## config.mk

```make
export PLATFORM = sky130hd
export DESIGN_NAME = universal_shift_reg
export DESIGN_NICKNAME = d
export VERILOG_FILES = /design/src/rtl/universal_shift_reg.sv
export SDC_FILE = /design/constraint.sdc
export NUM_CORES = 1
export LEC_CHECK = 0
export ABC_AREA = 1
export ABC_CLOCK_PERIOD_IN_PS = 1400
export BUFFER_PORTS_ARGS = -buffer_cell sky130_fd_sc_hd__buf_2
export CAP_MARGIN = 20
export CORE_AREA = 4 4 41 43
export CTS_BUF_LIST = sky130_fd_sc_hd__clkbuf_4 sky130_fd_sc_hd__clkbuf_8
export DETAILED_ROUTE_END_ITERATION = 16
export DIE_AREA = 0 0 45 47
export PLACE_DENSITY = 0.74
export SYNTH_ARGS = -nofsm -noshare
export SYNTH_HDL_FRONTEND = slang
export SYNTH_SLANG_ARGS = --single-unit
export TNS_END_PERCENT = 10
```

## constraint.sdc

```tcl
create_clock -name clk -period 1.4 [get_ports clk]
set_input_delay 0.07 -clock clk [delete_from_list [all_inputs] [get_ports clk]]
set_output_delay 0.07 -clock clk [all_outputs]
set_load 0.05 [all_outputs]
```

## src/rtl/universal_shift_reg.sv

```systemverilog
// -----------------------------------------------------------------------------
// universal_shift_reg
//
// Purpose:
//   WIDTH-bit universal shift register. It can hold, shift right, shift left or
//   parallel-load. A saturating counter records the number of shifts since the
//   last load. 'drained' goes high once WIDTH shifts have moved the loaded word
//   fully out of the register.
//
// Configuration:
//   USR_ROTATE_EN - when defined, adds input 'rot'. When rot=1, shifts become
//                   rotates: the serial inputs are ignored and cnt holds.
//
// Parameters:
//   WIDTH      register width, 2..32
//   RESET_VAL  register contents after reset
//   CW         shift-counter width; it must be able to hold the value WIDTH
//
// Ports:
//   clk       in   rising-edge clock
//   rst       in   asynchronous active-high reset
//   mode      in   [1:0] 00 hold, 01 shift right, 10 shift left, 11 load
//   pin       in   [WIDTH-1:0] parallel load data
//   sin_msb   in   serial bit entering out[WIDTH-1] on shift right
//   sin_lsb   in   serial bit entering out[0] on shift left
//   rot       in   rotate instead of shift (only with USR_ROTATE_EN)
//   out       out  [WIDTH-1:0] register contents
//   sout_lsb  out  out[0], no register stage
//   sout_msb  out  out[WIDTH-1], no register stage
//   cnt       out  [CW-1:0] shifts since the last load, saturating at WIDTH
//   drained   out  high when cnt == WIDTH
// -----------------------------------------------------------------------------
module universal_shift_reg #(
  parameter int unsigned             WIDTH     = 4,
  parameter logic [WIDTH-1:0]        RESET_VAL = '0,
  parameter int unsigned             CW        = $clog2(WIDTH + 1)
) (
  input  logic             clk,
  input  logic             rst,
  input  logic [1:0]       mode,
  input  logic [WIDTH-1:0] pin,
  input  logic             sin_msb,
  input  logic             sin_lsb,
`ifdef USR_ROTATE_EN
  input  logic             rot,
`endif
  output logic [WIDTH-1:0] out,
  output logic             sout_lsb,
  output logic             sout_msb,
  output logic [CW-1:0]    cnt,
  output logic             drained
);

  typedef enum logic [1:0] {
    MODE_HOLD  = 2'b00,
    MODE_RIGHT = 2'b01,
    MODE_LEFT  = 2'b10,
    MODE_LOAD  = 2'b11
  } mode_e;

  localparam logic [CW-1:0] CNT_FULL = CW'(WIDTH);

  logic [WIDTH-1:0] out_q, out_d;
  logic [CW-1:0]    cnt_q, cnt_d;
  logic [CW-1:0]    cnt_inc;
  logic             rot_en;

`ifdef USR_ROTATE_EN
  assign rot_en = rot;
`else
  assign rot_en = 1'b0;
`endif

  // Saturating increment: once the word has drained, further shifts keep
  // moving data but the count stays at WIDTH.
  assign cnt_inc = (cnt_q < CNT_FULL) ? cnt_q + CW'(1) : cnt_q;

  // NOTE: every output of this block is given a default first. Then no path
  // leaves a signal unassigned, so no latch is inferred.
  always_comb begin
    out_d = out_q;
    cnt_d = cnt_q;
    unique case (mode_e'(mode))
      MODE_HOLD: ;
      MODE_RIGHT: begin
        if (rot_en) begin
          out_d = {out_q[0], out_q[WIDTH-1:1]};
        end else begin
          out_d = {sin_msb, out_q[WIDTH-1:1]};
          cnt_d = cnt_inc;
        end
      end
      MODE_LEFT: begin
        if (rot_en) begin
          out_d = {out_q[WIDTH-2:0], out_q[WIDTH-1]};
        end else begin
          out_d = {out_q[WIDTH-2:0], sin_lsb};
          cnt_d = cnt_inc;
        end
      end
      MODE_LOAD: begin
        out_d = pin;
        cnt_d = '0;
      end
      default: ;
    endcase
  end

  // Reset forces the drained state: the register is treated as empty, so the
  // counter starts saturated.
  // NOTE: state registers use non-blocking assignments. All flops then sample
  // their pre-edge values, and simulation matches the synthesized hardware.
  always_ff @(posedge clk or posedge rst) begin
    if (rst) begin
      out_q <= RESET_VAL;
      cnt_q <= CNT_FULL;
    end else begin
      out_q <= out_d;
      cnt_q <= cnt_d;
    end
  end

  // The serial outputs come straight from the register. A downstream stage
  // clocked on the same edge therefore captures the bit as it leaves.
  assign out      = out_q;
  assign sout_lsb = out_q[0];
  assign sout_msb = out_q[WIDTH-1];
  assign cnt      = cnt_q;
  assign drained  = (cnt_q == CNT_FULL);

endmodule

```

==> results of run 1 <==
[area by class of cell]
cell class | count | share of cell area
Inverter | 11 | 0.06476
Clock buffer | 4 | 0.04571
Tap cell | 15 | 0.02857
Sequential cell | 7 | 0.2686
Multi-Input combinational cell | 56 | 0.4286
Timing Repair Buffer | 20 | 0.1638
[power by group through the flow]
stage                     Clock [mW]  Sequential [mW]  Combinational (mW)
after floorplan                    0            0.512               0.251
after global placement             0            0.332               0.546
after detailed placement           0            0.335               0.550
after CTS                      0.211            0.333               0.555
after global routing           0.227            0.344               0.615
final                          0.205            0.332               0.555
[synth_stat cells, types with 2 or more instances]
library cell / n / area (sq um)
ha_1: 6 / 75.07
inv_1: 9 / 33.78
dfrtp_1: 6 / 150.1
o21ai_1: 3 / 15.01
nand2_1: 43 / 161.4
buf_4: 2 / 15.01
[layer usage]
metal  up-vias  routed length [microns]
met5         -                        0
met4         0                        0
met3         0                      115
met2        23                      516
met1       213                      455
li1        270                        -
[how the worst max path moves through the flow]
stage                             from                  to
floorplan           cnt[0]$_DFFE_PP0P_  cnt[1]$_DFFE_PP0P_
global placement    cnt[0]$_DFFE_PP0P_             drained
detailed placement             mode[0]  out[0]$_DFFE_PP0P_
CTS                 cnt[0]$_DFFE_PP0P_             drained
global route        cnt[0]$_DFFE_PP0P_             drained
finish              cnt[0]$_DFFE_PP0P_             drained
[stage by stage]
step                cells  setup slack (ns)    util  cell area (sq um)
floorplan              76            0.1137       -              515.5
global placement      108            0.3752  0.4721              614.3
detailed placement    108            0.3568  0.4721              614.3
CTS                   113           0.09311  0.5029              654.4
global route          113           0.02198  0.5048              656.9
finish                113            0.1355  0.5048              656.9
[registers in the layout, summed over array words and instances (netlist names)]
| signal | flops |
|---|---|
| out | 4 |
| cnt | 3 |
[cell families after synthesis]
group / count (synthesis)
and+or+nand+nor: 44
buffers and inverters: 13
DFF: 7
AOI/OAI and AO/OA: 6
adders and majority gates: 6
[critical path: cells and delay by family (launching register included)]
family        cells  cell delay [ns]
fa+ha+maj         1             0.19
buf+inv           3             0.30
flops             1             0.40
simple gates      1             0.06
[what timing repair did]
| action | in CTS | in global routing |
|---|---|---|
| endpoints found under the hold margin | 7 | 0 |
| setup endpoints to repair | 0 | 1 |
| resized for setup | 0 | 1 |
| hold buffers | 1 | 0 |
==> flow_metrics.py, run 1 <==
metrics = {
    "status": {
        "status": "complete, no violations",
    },
    "clock_network": {
        "cts_tree": "yes",
        "clk_pin_slew_worst_paths_ns": 0.06,
        "cts_buffers": 3,
        "cts_sinks": 7,
        "insertion_delay_ns": 0.25,
        "root_buffer": "clkbuf_4",
        "cts_max_path_buffers": 2,
        "cts_setup_buffers": 0,
        "h-tree-depth": 1,
    },
    "global_route": {
        "grt_busiest_layer": "met2",
        "grt_use_total": 0.1260,
        "use_met1": 0.1472,
        "antenna_found_initial": 0,
        "grt_overflow_total": 0,
        "grt.met2_usage": 0.2034,
        "grt_pass1_vias": 443,
        "grt_pass1_wl_microns": 1897,
        "grt_max_degree": 8,
        "grt_use_met3": 0.05364,
    },
    "synth": {
        "ys.flop_type": "dfrtp_1",
        "synthXorXnorAreaFrac": 0,
        "ys_warn_count": 0,
        "synth.cell_area_sq_um": 515.5,
        "ys_ff_latch": 7,
        "syn_inst": 76,
        "synthArstFlopShare": 1.000,
        "synth_top_family_by_area": "simple AND/OR/NAND/NOR gates",
        "avgSynthCellArea_sq_um": 6.783,
        "synth_simple_gate_area_frac": 0.3350,
        "synthAdderAreaFrac": 0.1456,
        "synth_compound_area_frac": 0.06553,
        "syn_nets": 92,
        "ys_types": 13,
        "synth_edf_count": 0,
        "seq_area_frac_synth": 0.3422,
        "muxShareOfSynthArea": 0,
    },
    "finish": {
        "fill_cells": 149,
        "drive_gt1_frac": 0.2857,
        "multi_input_area_sq_um": 281.5,
        "final_cell_mix": "nand2_1, buf_2, inv_1, ha_1, dfrtp_1",
        "regArea_sq_um": 176.4,
        "area_growth_pct": 27.43,
        "final_common_cell": "nand2_1",
        "nNetsFinal": 115,
        "diodes": 0,
    },
    "floorplanning": {
        "initial_utilization": 0.3962,
        "die_x_microns": 45,
        "core_region_area_sq_um": 1301,
        "fp-row-count": 13,
        "die_h_microns": 47,
        "io_pins": 20,
        "die-area_sq_um": 2115,
    },
    "setup_path": {
        "timing.rr.start": "cnt[0]$_DFFE_PP0P_",
        "crit_fanout": 4,
        "worstSetupPathType": "reg -> out",
        "r2r-end": "cnt[1]$_DFFE_PP0P_",
        "worstPathRequired_ns": 1.33,
        "worstPathArrival_ns": 1.19,
        "r2r_slack_ns": 0.39,
        "slowest_delay_ns": 0.40,
        "critPathMostFrequentCell": "inv_1",
        "critPathCaptureType": "primary output",
        "crit_slowest_cell": "dfrtp_1",
        "path_cells": "inv_1 > ha_1 > nand2_1 > inv_1 > clkbuf_4",
        "worstRegToRegCells": 4,
        "cp-start-kind": "register",
    },
    "pwr": {
        "leakage_nw": 0.4217,
        "ir_drop_v": 0.001401,
        "p_switching_uw": 549.2,
        "power_mw": 1.091,
        "cellPowerDensity_nw_per_um2": 1661,
        "intPower_uw": 542.1,
        "combinationalPowerShare": 0.508,
        "clkPwrFrac": 0.188,
        "sequentialPowerShare": 0.304,
        "p_sw_frac": 0.5032,
    },
    "detailed_routing": {
        "wl_per_cell_microns": 9.611,
        "routed_via_density": 4.478,
        "vias": 506,
        "drc_errors": 0,
        "drt_iter0_markers": 1,
        "drtAntennaViolNets": 0,
        "finalWirelength_microns": 1086,
        "drt-pass1-iter-count": 2,
    },
    "worst_hold_path": {
        "whs_path_depth": 5,
        "hold_start": "sin_msb",
        "hold_path.class": "in -> reg",
        "hold_end": "out[3]$_DFFE_PP0P_",
    },
    "place": {
        "hpwl_microns": 892.6,
        "io_buffer_count": 19,
        "routabilityCongestion": 0.9096,
    },
    "timing": {
        "period_needed_ns": 1.264,
        "clock.fmax_mhz": 790.8,
        "hold_viol_final": 0,
        "rsz0062_at_grt": "no",
        "tightest_slew_ns": 0.2638,
        "slew_viol_final": 0,
        "tns_ns": 0,
        "fin_worst_skew_ns": 0.006387,
        "finalCritPeriodShare": 0.9032,
        "holdWs_ns": 0.1074,
        "setup_viol": 0,
        "slew-limit-headroom": 0.8240,
    },
    "job": {
        "max-cap-violations": 0,
    },
}
(Power assumes the default switching activity.)
==> run 2, diff against run 1 <==
ABC_CLOCK_PERIOD_IN_PS = 1100   (was 1400)
BUFFER_PORTS_ARGS = -buffer_cell sky130_fd_sc_hd__buf_4   (was -buffer_cell sky130_fd_sc_hd__buf_2)
GPL_TIMING_DRIVEN = 0   (was unset)
PLACE_DENSITY = 0.76   (was 0.74)
clock period = 1.1 ns   (was 1.4 ns; I/O delays follow)
==> flow_metrics.py, run 2 (synthesis results as in run 1) <==
metrics = {
    "finish": {
        "largest_register_ffs": 4,
        "final_common_cell": "nand2_1",
        "area_growth_pct": 48.54,
        "fill_cells": 136,
        "drive_gt1_frac": 0.3824,
        "finalInstanceArea_sq_um": 765.7,
        "final_cell_mix": "nand2_1, buf_4, inv_1, ha_1",
        "nNetsFinal": 119,
        "regArea_sq_um": 178.9,
        "multi_input_area_sq_um": 301.5,
        "diodes": 0,
    },
    "detailed_routing": {
        "drtAntennaViolNets": 0,
        "drt_iter0_markers": 7,
        "vias": 531,
        "routed_via_density": 4.538,
        "drc_errors": 0,
        "drt-pass1-iter-count": 4,
        "finalWirelength_microns": 1088,
        "wl_per_cell_microns": 9.299,
    },
    "timing": {
        "slew-limit-headroom": 0.8349,
        "setup_viol": 1,
        "clock.fmax_mhz": 861.9,
        "slew_viol_final": 0,
        "fin_ws_ns": -0.06020,
        "tightest_slew_ns": 0.2474,
        "finalCritPeriodShare": 1.055,
        "period_needed_ns": 1.160,
        "rsz0062_at_grt": "yes",
        "hold_viol_final": 0,
        "fin_worst_skew_ns": 0.0001090,
    },
    "place": {
        "routabilityCongestion": 0.8359,
        "hpwl_microns": 883,
        "dpl_cell_area_sq_um": 698.2,
        "io_buffer_count": 19,
        "place_ws_ns": 0.07056,
    },
    "global_route": {
        "grt_pass1_wl_microns": 1842,
        "grt_pass1_vias": 469,
        "grt_use_total": 0.1165,
        "antenna_found_initial": 0,
        "grt_overflow_total": 0,
        "grt_max_degree": 8,
    },
    "setup_path": {
        "r2r_slack_ns": 0,
        "cp_top_family": "flip-flops",
        "slowest_delay_ns": 0.41,
        "crit_slowest_cell": "dfrtp_2",
        "worstPathRequired_ns": 1.04,
        "path_cells": "inv_2 > ha_4 > nand2_4 > clkinvlp_4 > buf_8",
        "cp-start-kind": "register",
        "critPathCaptureType": "primary output",
        "crit_buf_inv": 3,
        "crit_fanout": 2,
        "worstPathArrival_ns": 1.11,
        "worstSetupPathType": "reg -> out",
    },
    "clock_network": {
        "root_buffer": "clkbuf_4",
        "insertion_delay_ns": 0.24,
        "cts_buffers": 3,
        "cts_tree": "yes",
        "cts_max_path_buffers": 2,
        "h-tree-depth": 1,
        "clk_pin_slew_worst_paths_ns": 0.05,
        "cts_sinks": 7,
    },
    "floorplanning": {
        "die_h_microns": 47,
        "initial_utilization": 0.3962,
        "io_pins": 20,
        "fp-row-count": 13,
        "die-area_sq_um": 2115,
        "core_region_area_sq_um": 1301,
        "die_x_microns": 45,
    },
    "pwr": {
        "ir_drop_v": 0.001268,
        "power_mw": 1.624,
        "leakage_nw": 0.4512,
        "cellPowerDensity_nw_per_um2": 2121,
    },
    "status": {
        "violations": "setup timing",
        "status": "finished with violations",
    },
    "job": {
        "max-cap-violations": 0,
    },
    "worst_hold_path": {
        "hold_path.class": "in -> reg",
    },
}
==> run 2: cell types whose count changed in the layout (fill, tap and decap cells not counted), moves of 2 or more <==
cell     previous run  this run
dfrtp_1             6         4
inv_1               9         6
dfrtp_2             0         2
buf_4               0        22
inv_2               1         3
buf_2              18         0
==> run 2: stage by stage <==
| stage | utilization | TNS [ns] | hold WS, ns | cells |
|---|---|---|---|---|
| after floorplan | - | -0.04771 | -0.1425 | 76 |
| after CTS | 0.5846 | -0.06286 | 0.1047 | 117 |
| final | 0.5885 | -0.06020 | 0.1085 | 117 |
| after global placement | 0.5365 | 0 | -0.005141 | 110 |
| after global routing | 0.5885 | -0.2291 | 0.1460 | 117 |
| after detailed placement | 0.5365 | 0 | -0.003154 | 110 |
==> run 2: final timing paths <==
kind / startpoint / endpoint / cells past startpoint
worst max-delay path: cnt[0]$_DFFE_PP0P_ / drained / 5
worst min-delay path: sin_msb / out[3]$_DFFE_PP0P_ / 5
worst max register to register: cnt[0]$_DFFE_PP0P_ / cnt[2]$_DFFE_PP1P_ / 6
worst min register to register: out[3]$_DFFE_PP0P_ / out[3]$_DFFE_PP0P_ / 2
max in group asynchronous: rst / cnt[2]$_DFFE_PP1P_ / 3
min in group asynchronous: rst / out[1]$_DFFE_PP0P_ / 3
==> run 2: worst min-delay path, delay by kind of cell <==
family	cells	cell delay (ns)
buffers and inverters	1	0.08
AND/OR/NAND/NOR	4	0.18
==> run 2: layout make-up <==
type | instances | share of cell area
plain buffers | 2 | 0.01961
inverters | 11 | 0.06046
flip-flops and latches | 7 | 0.2337
multi-input cells | 56 | 0.3938
clock buffers | 4 | 0.03922
well taps | 15 | 0.02451
repair buffers | 22 | 0.2288
==> run 2: repair_timing <==
action | CTS | global route
hold endpoints to repair | 7 | 0
resized for setup | 2 | 1
endpoints found under the setup margin | 1 | 3
buffers inserted | 2 | 0
hold buffers | 1 | 0
==> run 2: power breakdown <==
group	total, mW	switching (mW)	internal [mW]	leakage [nW]
clock network	0.247	0.0846	0.162	0.0184
logic	0.957	0.602	0.355	0.348
registers	0.420	0.0734	0.347	0.0851
total	1.62	0.760	0.865	0.451
==> run 2: metal layers <==
layer  track usage  vias up  share of wire
met5             0        -              0
met4       0.01754        0              0
met3       0.03831        0           0.10
met2        0.2119       16           0.49
met1        0.1358      241           0.41
li1              -      274              -
